File: src/rtl/pipe_stage_skid.sv
// pipe_stage_skid
//   Pipeline stage register with a valid/ready handshake and a two-entry skid
//   buffer. in_ready is derived only from registered state (plus flush/reset),
//   so back-pressure from downstream never forms a combinational path back to
//   upstream. Flush discards held beats and parks default_data (e.g. a NOP) on
//   out_data. A saturating counter records cycles stalled by downstream.
//
//   Ports:
//     clk, reset     rising-edge clock, synchronous active-high reset
//     flush          discard held entries, out_data <= default_data
//     default_data   value loaded into both registers on flush
//     in_valid/in_ready/in_data     upstream handshake and payload
//     out_valid/out_ready/out_data  downstream handshake and payload
//     occupancy      entries held (0, 1 or 2)
//     stall_count    saturating count of out_valid & ~out_ready cycles
//
//   state | meaning
//   ------+-------------------------------------------------------------
//   EMPTY | nothing held; out_data keeps last/default/zero value
//   ONE   | main holds the head beat, skid unused
//   TWO   | main holds the head beat, skid holds the next; in_ready = 0
module pipe_stage_skid #(
  parameter int DATA_WIDTH = 32,
  parameter int CNT_WIDTH  = 16
) (
  input  logic                  clk,
  input  logic                  reset,
  input  logic                  flush,
  input  logic [DATA_WIDTH-1:0] default_data,
  input  logic                  in_valid,
  output logic                  in_ready,
  input  logic [DATA_WIDTH-1:0] in_data,
  output logic                  out_valid,
  input  logic                  out_ready,
  output logic [DATA_WIDTH-1:0] out_data,
  output logic [1:0]            occupancy,
  output logic [CNT_WIDTH-1:0]  stall_count
);

  typedef enum logic [1:0] {
    EMPTY = 2'd0,
    ONE   = 2'd1,
    TWO   = 2'd2
  } state_t;

  state_t                state, state_nxt;
  logic [DATA_WIDTH-1:0] main_q, main_nxt;
  logic [DATA_WIDTH-1:0] skid_q, skid_nxt;
  logic                  in_fire, out_fire;

  assign out_valid = (state != EMPTY);
  assign in_ready  = (state != TWO) & ~flush & ~reset;
  assign in_fire   = in_valid & in_ready;
  assign out_fire  = out_valid & out_ready;
  assign out_data  = main_q;
  assign occupancy = state;

  always_ff @(posedge clk) begin
    if (reset) begin
      state  <= EMPTY;
      main_q <= '0;
      skid_q <= '0;
    end else begin
      state  <= state_nxt;
      main_q <= main_nxt;
      skid_q <= skid_nxt;
    end
  end

  always_comb begin
    state_nxt = state;
    main_nxt  = main_q;
    skid_nxt  = skid_q;
    if (flush) begin
      // An out_fire this cycle still completes downstream; only held
      // entries are dropped.
      state_nxt = EMPTY;
      main_nxt  = default_data;
      skid_nxt  = default_data;
    end else begin
      case (state)
        EMPTY: begin
          if (in_fire) begin
            state_nxt = ONE;
            main_nxt  = in_data;
          end
        end
        ONE: begin
          if (in_fire && out_fire) begin
            main_nxt = in_data;
          end else if (in_fire) begin
            state_nxt = TWO;
            skid_nxt  = in_data;
          end else if (out_fire) begin
            state_nxt = EMPTY;
          end
        end
        TWO: begin
          if (out_fire) begin
            state_nxt = ONE;
            main_nxt  = skid_q;
          end
        end
        default: begin
          state_nxt = EMPTY;
        end
      endcase
    end
  end

  // Counts stalls even in a flush cycle; only reset clears it.
  always_ff @(posedge clk) begin
    if (reset) begin
      stall_count <= '0;
    end else if (out_valid && !out_ready && (stall_count != {CNT_WIDTH{1'b1}})) begin
      stall_count <= stall_count + {{(CNT_WIDTH-1){1'b0}}, 1'b1};
    end
  end

endmodule

File: config.mk
export PLATFORM = sky130hd
export DESIGN_NAME = pipe_stage_skid
export DESIGN_NICKNAME = d
export VERILOG_FILES = /design/src/rtl/pipe_stage_skid.sv
export SDC_FILE = /design/constraint.sdc
export NUM_CORES = 1
export LEC_CHECK = 0
export ABC_AREA = 0
export BUFFER_PORTS_ARGS = -buffer_cell sky130_fd_sc_hd__clkbuf_2
export CAP_MARGIN = 15
export CORE_MARGIN = 8
export CORE_UTILIZATION = 30
export DETAILED_ROUTE_END_ITERATION = 8
export GPL_TIMING_DRIVEN = 1
export PLACE_DENSITY = 0.54
export SYNTH_ARGS = -nofsm -noshare
export SYNTH_HDL_FRONTEND = slang
export SYNTH_SLANG_ARGS = --single-unit
File: constraint.sdc
create_clock -name clk -period 1.83 [get_ports clk]
set_input_delay 0.366 -clock clk [delete_from_list [all_inputs] [get_ports clk]]
set_output_delay 0.366 -clock clk [all_outputs]
set_load 0.005 [all_outputs]
=== After elaboration in Yosys (flattened, before gate mapping) ===
Cells that the tools add are included.

* Bitwise gates (word level): 6
* Mux-type cells: 14
* Add/subtract/negate cells: 1
* Reduce and logical (&&, ||, !) cells: 13
* Equal/unequal tests: 12

{| class="wikitable"
|+ Operators with widths
! operator !! count
|-
| $mux W32 || 7
|-
| $pmux W32 S3 || 1
|-
| $add A16 B1 Y16 const B || 1
|-
| $ne A16 B16 Y1 const B || 1
|-
| $ne A3 B3 Y1 const B || 4
|-
| $mux W2 || 5
|-
| $ne A2 B2 Y1 const B || 5
|-
| $reduce_and A4 Y1 || 2
|-
| $pmux W2 S3 || 1
|-
| $reduce_bool A2 Y1 || 3
|-
| $and A1 B1 Y1 || 4
|-
| $reduce_bool A4 Y1 || 1
|-
| $logic_and A1 B1 Y1 || 3
|-
| $reduce_and A3 Y1 || 1
|-
| $eq A2 B1 Y1 const B || 1
|-
| $eq A2 B2 Y1 const B || 1
|-
| $logic_not A2 Y1 || 1
|-
| $not A1 Y1 || 2
|-
| $reduce_or A2 Y1 || 1
|-
| $logic_not A1 Y1 || 1
|}

* Output and inout bits: 52
* Flip-flop bits (word level): 82
* Word-level logic and storage cells: 50
* Input bits: 69

=== Depth between registers and ports, before layout ===
* Depth in word-level cells: 8
* Mapped depth: 6
* Gate-level depth less buffers: 5

=== Worst setup path after synthesis ===
OpenSTA, ideal clock, no wires.

* Kind: register to register
* From: register stall_count[0]
* To: register stall_count[8]
* Clock period less this slack: 1758 ps
* Setup time: 121 ps
* Data required time: 1709 ps
* Path buffers: 0
* Data arrival time: 1637 ps
* Stages on the path, launching flop included: 6
* Setup slack: 72 ps
* Cell sequence: dfxtp_1 ha_1 nand4_1 nor4_2 nor4_1 mux2_2

* Longest elaborated chain between the ends: 2
* Elaborated cells between the ends (all ways): 3
* Those cells by class: add/sub: 1; eq/ne: 1; reduce/logical: 1

{| class="wikitable"
|+ RTL lines
! what !! line !! RTL
|-
| start: declaration || 37 || <nowiki>output logic [CNT_WIDTH-1:0] stall_count</nowiki>
|-
| start signal: assignment || 116 || <nowiki>stall_count <= stall_count + {{(CNT_WIDTH-1){1'b0}}, 1'b1};</nowiki>
|-
| branches (longest 2 deep; another with $add A16 B1 Y16) || -- ||
|}

Several ways; the timed one is not identified.
A chain may end at the register's enable or synchronous reset.

=== Worst setup path in the final report ===
* From: register state[1], in the netlist occupancy[1]
* To: output port in_ready

* Longest elaborated chain between the ends: 3

{| class="wikitable"
|+ RTL lines
! what !! line !! RTL
|-
| start: declaration || 46 || <nowiki>state_t state, state_nxt;</nowiki>
|-
| start signal: assignment || 64 || <nowiki>state <= state_nxt;</nowiki>
|-
| $ne A2 B2 Y1 || 52 || <nowiki>assign in_ready = (state != TWO) & ~flush & ~reset;</nowiki>
|-
| $and A1 B1 Y1 (2 in a row) || 52 ||
|-
| end: declaration || 31 || <nowiki>output logic in_ready,</nowiki>
|}

Every way passes these cells.

==> results.sh <==
export IMPL_status="finished clean"
export IMPL_vias_per_cell=5.35
export IMPL_hpwl_um=9880
export IMPL_tightest_slew_ns=0.882
export IMPL_min_period_over_period_pct=95.0
export IMPL_antenna_cells=0
export IMPL_place_ws_ns=-0.0840
export IMPL_pwr_share_comb_pct=12.7
export IMPL_cts_tree="built"
export IMPL_clk_pin_slew_ns=0.06
export IMPL_fillers=1371
export IMPL_slew_headroom_pct=41.1
export IMPL_antenna_found_initial=0
export IMPL_syn_cell_area_um2=4000
export IMPL_drcViolationCount=0
export IMPL_insertion_delay_ns=0.34
export IMPL_synth_seq_cells=82
export IMPL_grt_pass1_vias=4459
export IMPL_cts_sinks=82
export IMPL_rows=42
export IMPL_holdWs_ns=0.245
export IMPL_yosysTopAreaCell="dfxtp_1"
export IMPL_synth_top_family_by_area="simple AND/OR/NAND/NOR gates"
export IMPL_postSynthCellCount=483
export IMPL_overflow=0
export IMPL_grt_pass1_wl_um=23200
export IMPL_via_count=4232
export IMPL_synthXorXnorAreaFrac_pct=0
export IMPL_ant_nets=0
export IMPL_syn_area_per_cell_um2=8.28
export IMPL_post_drt_wl_per_cell_um=17.6
export IMPL_portBuffers=120
export IMPL_ys_top_cells_by_area="dfxtp_1, nor3_1, o221ai_1, a211oi_1, nor2b_1"
export IMPL_worstSetupStartpointType="flop"
export IMPL_async_flop_share_pct=0
export IMPL_syn_to_final_growth_pct=33.8
export IMPL_swShare_pct=24.4
export IMPL_arrival_ns=1.37
export IMPL_io_pins=121
export IMPL_synthMuxAreaShare_pct=1.06
export IMPL_crit_fanout=6
export IMPL_yosysWarningCount=0
export IMPL_drt_iter0_markers=281
export IMPL_intPower_w=0.00331
export IMPL_finalHoldViolCount=0
export IMPL_hold_buffers=0
export IMPL_synth_edff_count=0
export IMPL_p_per_area_nw_per_um2=820
export IMPL_synthesis_nets=553
export IMPL_htree_num_levels=3
export IMPL_synth_top_cell_area_share_pct=41.1
export IMPL_grt_util_all_layers_pct=16.4
export IMPL_wl_um=13900
export IMPL_crit_type="flop to primary output"
export IMPL_nNetsFinal=681
export IMPL_clock_skew_ns=0.00477
export IMPL_yosysUniqueCellTypes=43
export IMPL_period_needed_ns=1.74
export IMPL_ys_seq_area_share_pct=41.1
export IMPL_cts_root_buf="clkbuf_16"
export IMPL_cts_buffer_depth=2
export IMPL_slew_viol_final=0
export IMPL_power_switching_w=0.00107
export IMPL_start_util_pct=30.4
export IMPL_vdd_drop_max_mv=0.391
export IMPL_p_leak_nw=2.22
export IMPL_die_area_um2=17300
export IMPL_fmax_mhz=575
export IMPL_cts_buffers_inserted=9
export IMPL_rsz0062_at_grt="no"
export IMPL_power_total_w=0.00439
export IMPL_synth_compound_area_share_pct=22.7
export IMPL_die_w_um=131
export IMPL_layout_drive_gt1_share_pct=31.5
export IMPL_synthSimpleGateAreaFrac_pct=30.1
export IMPL_required_ns=1.46
export IMPL_synth_fa_ha_area_share_pct=0.313
export IMPL_ys_flop_type="dfxtp_1"
export IMPL_fp_dieH_um=131
export IMPL_core_um2=13100
export IMPL_setup_viol_count_final=0
export IMPL_tns_ns=0
export IMPL_seq_power_share_pct=44.5
export IMPL_endpoint_kind="primary output"
export IMPL_hold_class="input pin to flop"
export IMPL_place_congestion=0.856
export IMPL_fin_ws_ns=0.0923
export IMPL_grt_max_degree=42
export IMPL_maxCapViolCount=0
export IMPL_clkPwrFrac_pct=42.8
export IMPL_first_pass_iters=4
## per-layer routing
metal / part of all wire [%] / global-route usage (%)
met1: 47 / 20.9
met4: 1.8 / 6.32
met3: 5.0 / 3.66
met5: 0 / 0
met2: 46 / 26.3
## stage by stage
| step | util (%) | cells | instance area, µm² |
|---|---|---|---|
| floorplan | - | 483 | 4000 |
| global placement | 38.1 | 774 | 5000 |
| detailed placement | 38.1 | 774 | 5000 |
| CTS | 40.5 | 789 | 5320 |
| global route | 40.7 | 791 | 5350 |
| finish | 40.7 | 791 | 5350 |
## final cells by class
cell class / instances / area [µm²] / share of cell area [%]
Clock buffer: 13 / 270 / 5.05
Clock inverter: 2 / 35.0 / 0.655
Multi-Input combinational cell: 354 / 2210 / 41.2
Tap cell: 176 / 220 / 4.12
Sequential cell: 82 / 1640 / 30.7
Timing Repair Buffer: 161 / 962 / 18.0
Inverter: 3 / 11.3 / 0.211
## registers in the layout (all words and copies together) (netlist names)
signal	count
out_data	32
stall_count	16
skid_q	32
occupancy	2
## critical path: stages (launching register included)
cell      delay (ns)
dfxtp_2         0.41
buf_4           0.18
nor2b_1         0.24
nor3_2          0.08
clkbuf_2        0.12
## power by group through the flow
stage,sequential (W),combinational (W),clock (W)
3_5_place_dp,0.00199,0.000553,0
4_1_cts,0.00195,0.000559,0.00194
2_1_floorplan,0.00199,0.000272,0
5_1_grt,0.00196,0.000618,0.00201
3_3_place_gp,0.00199,0.000542,0
6_report,0.00195,0.000556,0.00188
## cell families (layout without fill, tap and decap cells)
logic type	after synthesis	count (layout)
muxes	4	4
adders and majority gates	1	1
buffers and inverters	47	179
AOI/OAI and AO/OA	130	130
and+or+nand+nor	219	219
DFF	82	82
## cells in the mapped netlist (2+ instances only)
master     n
clkbuf_1  39
a211oi_1  33
or2_2      2
nor2b_1   37
nand2_1   38
dfxtp_1   82
nor2_1     8
or4_1      7
nor3_1    71
o31ai_1    7
a31oi_1    2
o21ai_1    4
nand4_1    5
mux2i_1    2
buf_2      3
inv_1      3
o221ai_1  32
nand3_1    4
a21oi_1   13
o21ai_0   30
o21ba_2    3
nor4_1     2
and3_1    32
nand2b_1   3
mux2_2     2
and2_1     2
## final timing paths
kind | start | endpoint | slack, ns | cells after the start
min | default_data[8] | out_data[8]$_SDFFE_PP0P_ | 0.24 | 3
min reg2reg | out_data[19]$_SDFFE_PP0P_ | out_data[19]$_SDFFE_PP0P_ | 0.51 | 2
max reg2reg | stall_count[8]$_SDFFE_PP0P_ | stall_count[9]$_SDFFE_PP0P_ | 0.15 | 4
max | occupancy[1]$_SDFFE_PP0P_ | in_ready | 0.09 | 4
## placed cells by master (no fill, tap or decap), types with 5 or more instances in the layout
cell / count
clkbuf_2: 120
dfxtp_1: 80
nor3_1: 70
nand2_1: 38
buf_4: 36
nor2b_1: 35
a211oi_1: 33
and3_1: 32
o221ai_1: 32
o21ai_0: 30
a21oi_1: 13
clkbuf_16: 9
o31ai_1: 7
or4_1: 7
nor2_1: 7
nand4_1: 5
## repair_timing
action	4_1_cts	5_1_grt
setup endpoints to repair	6	57
resized for setup	3	4
buffers inserted	0	2
Power figures use the tool's default switching activity.
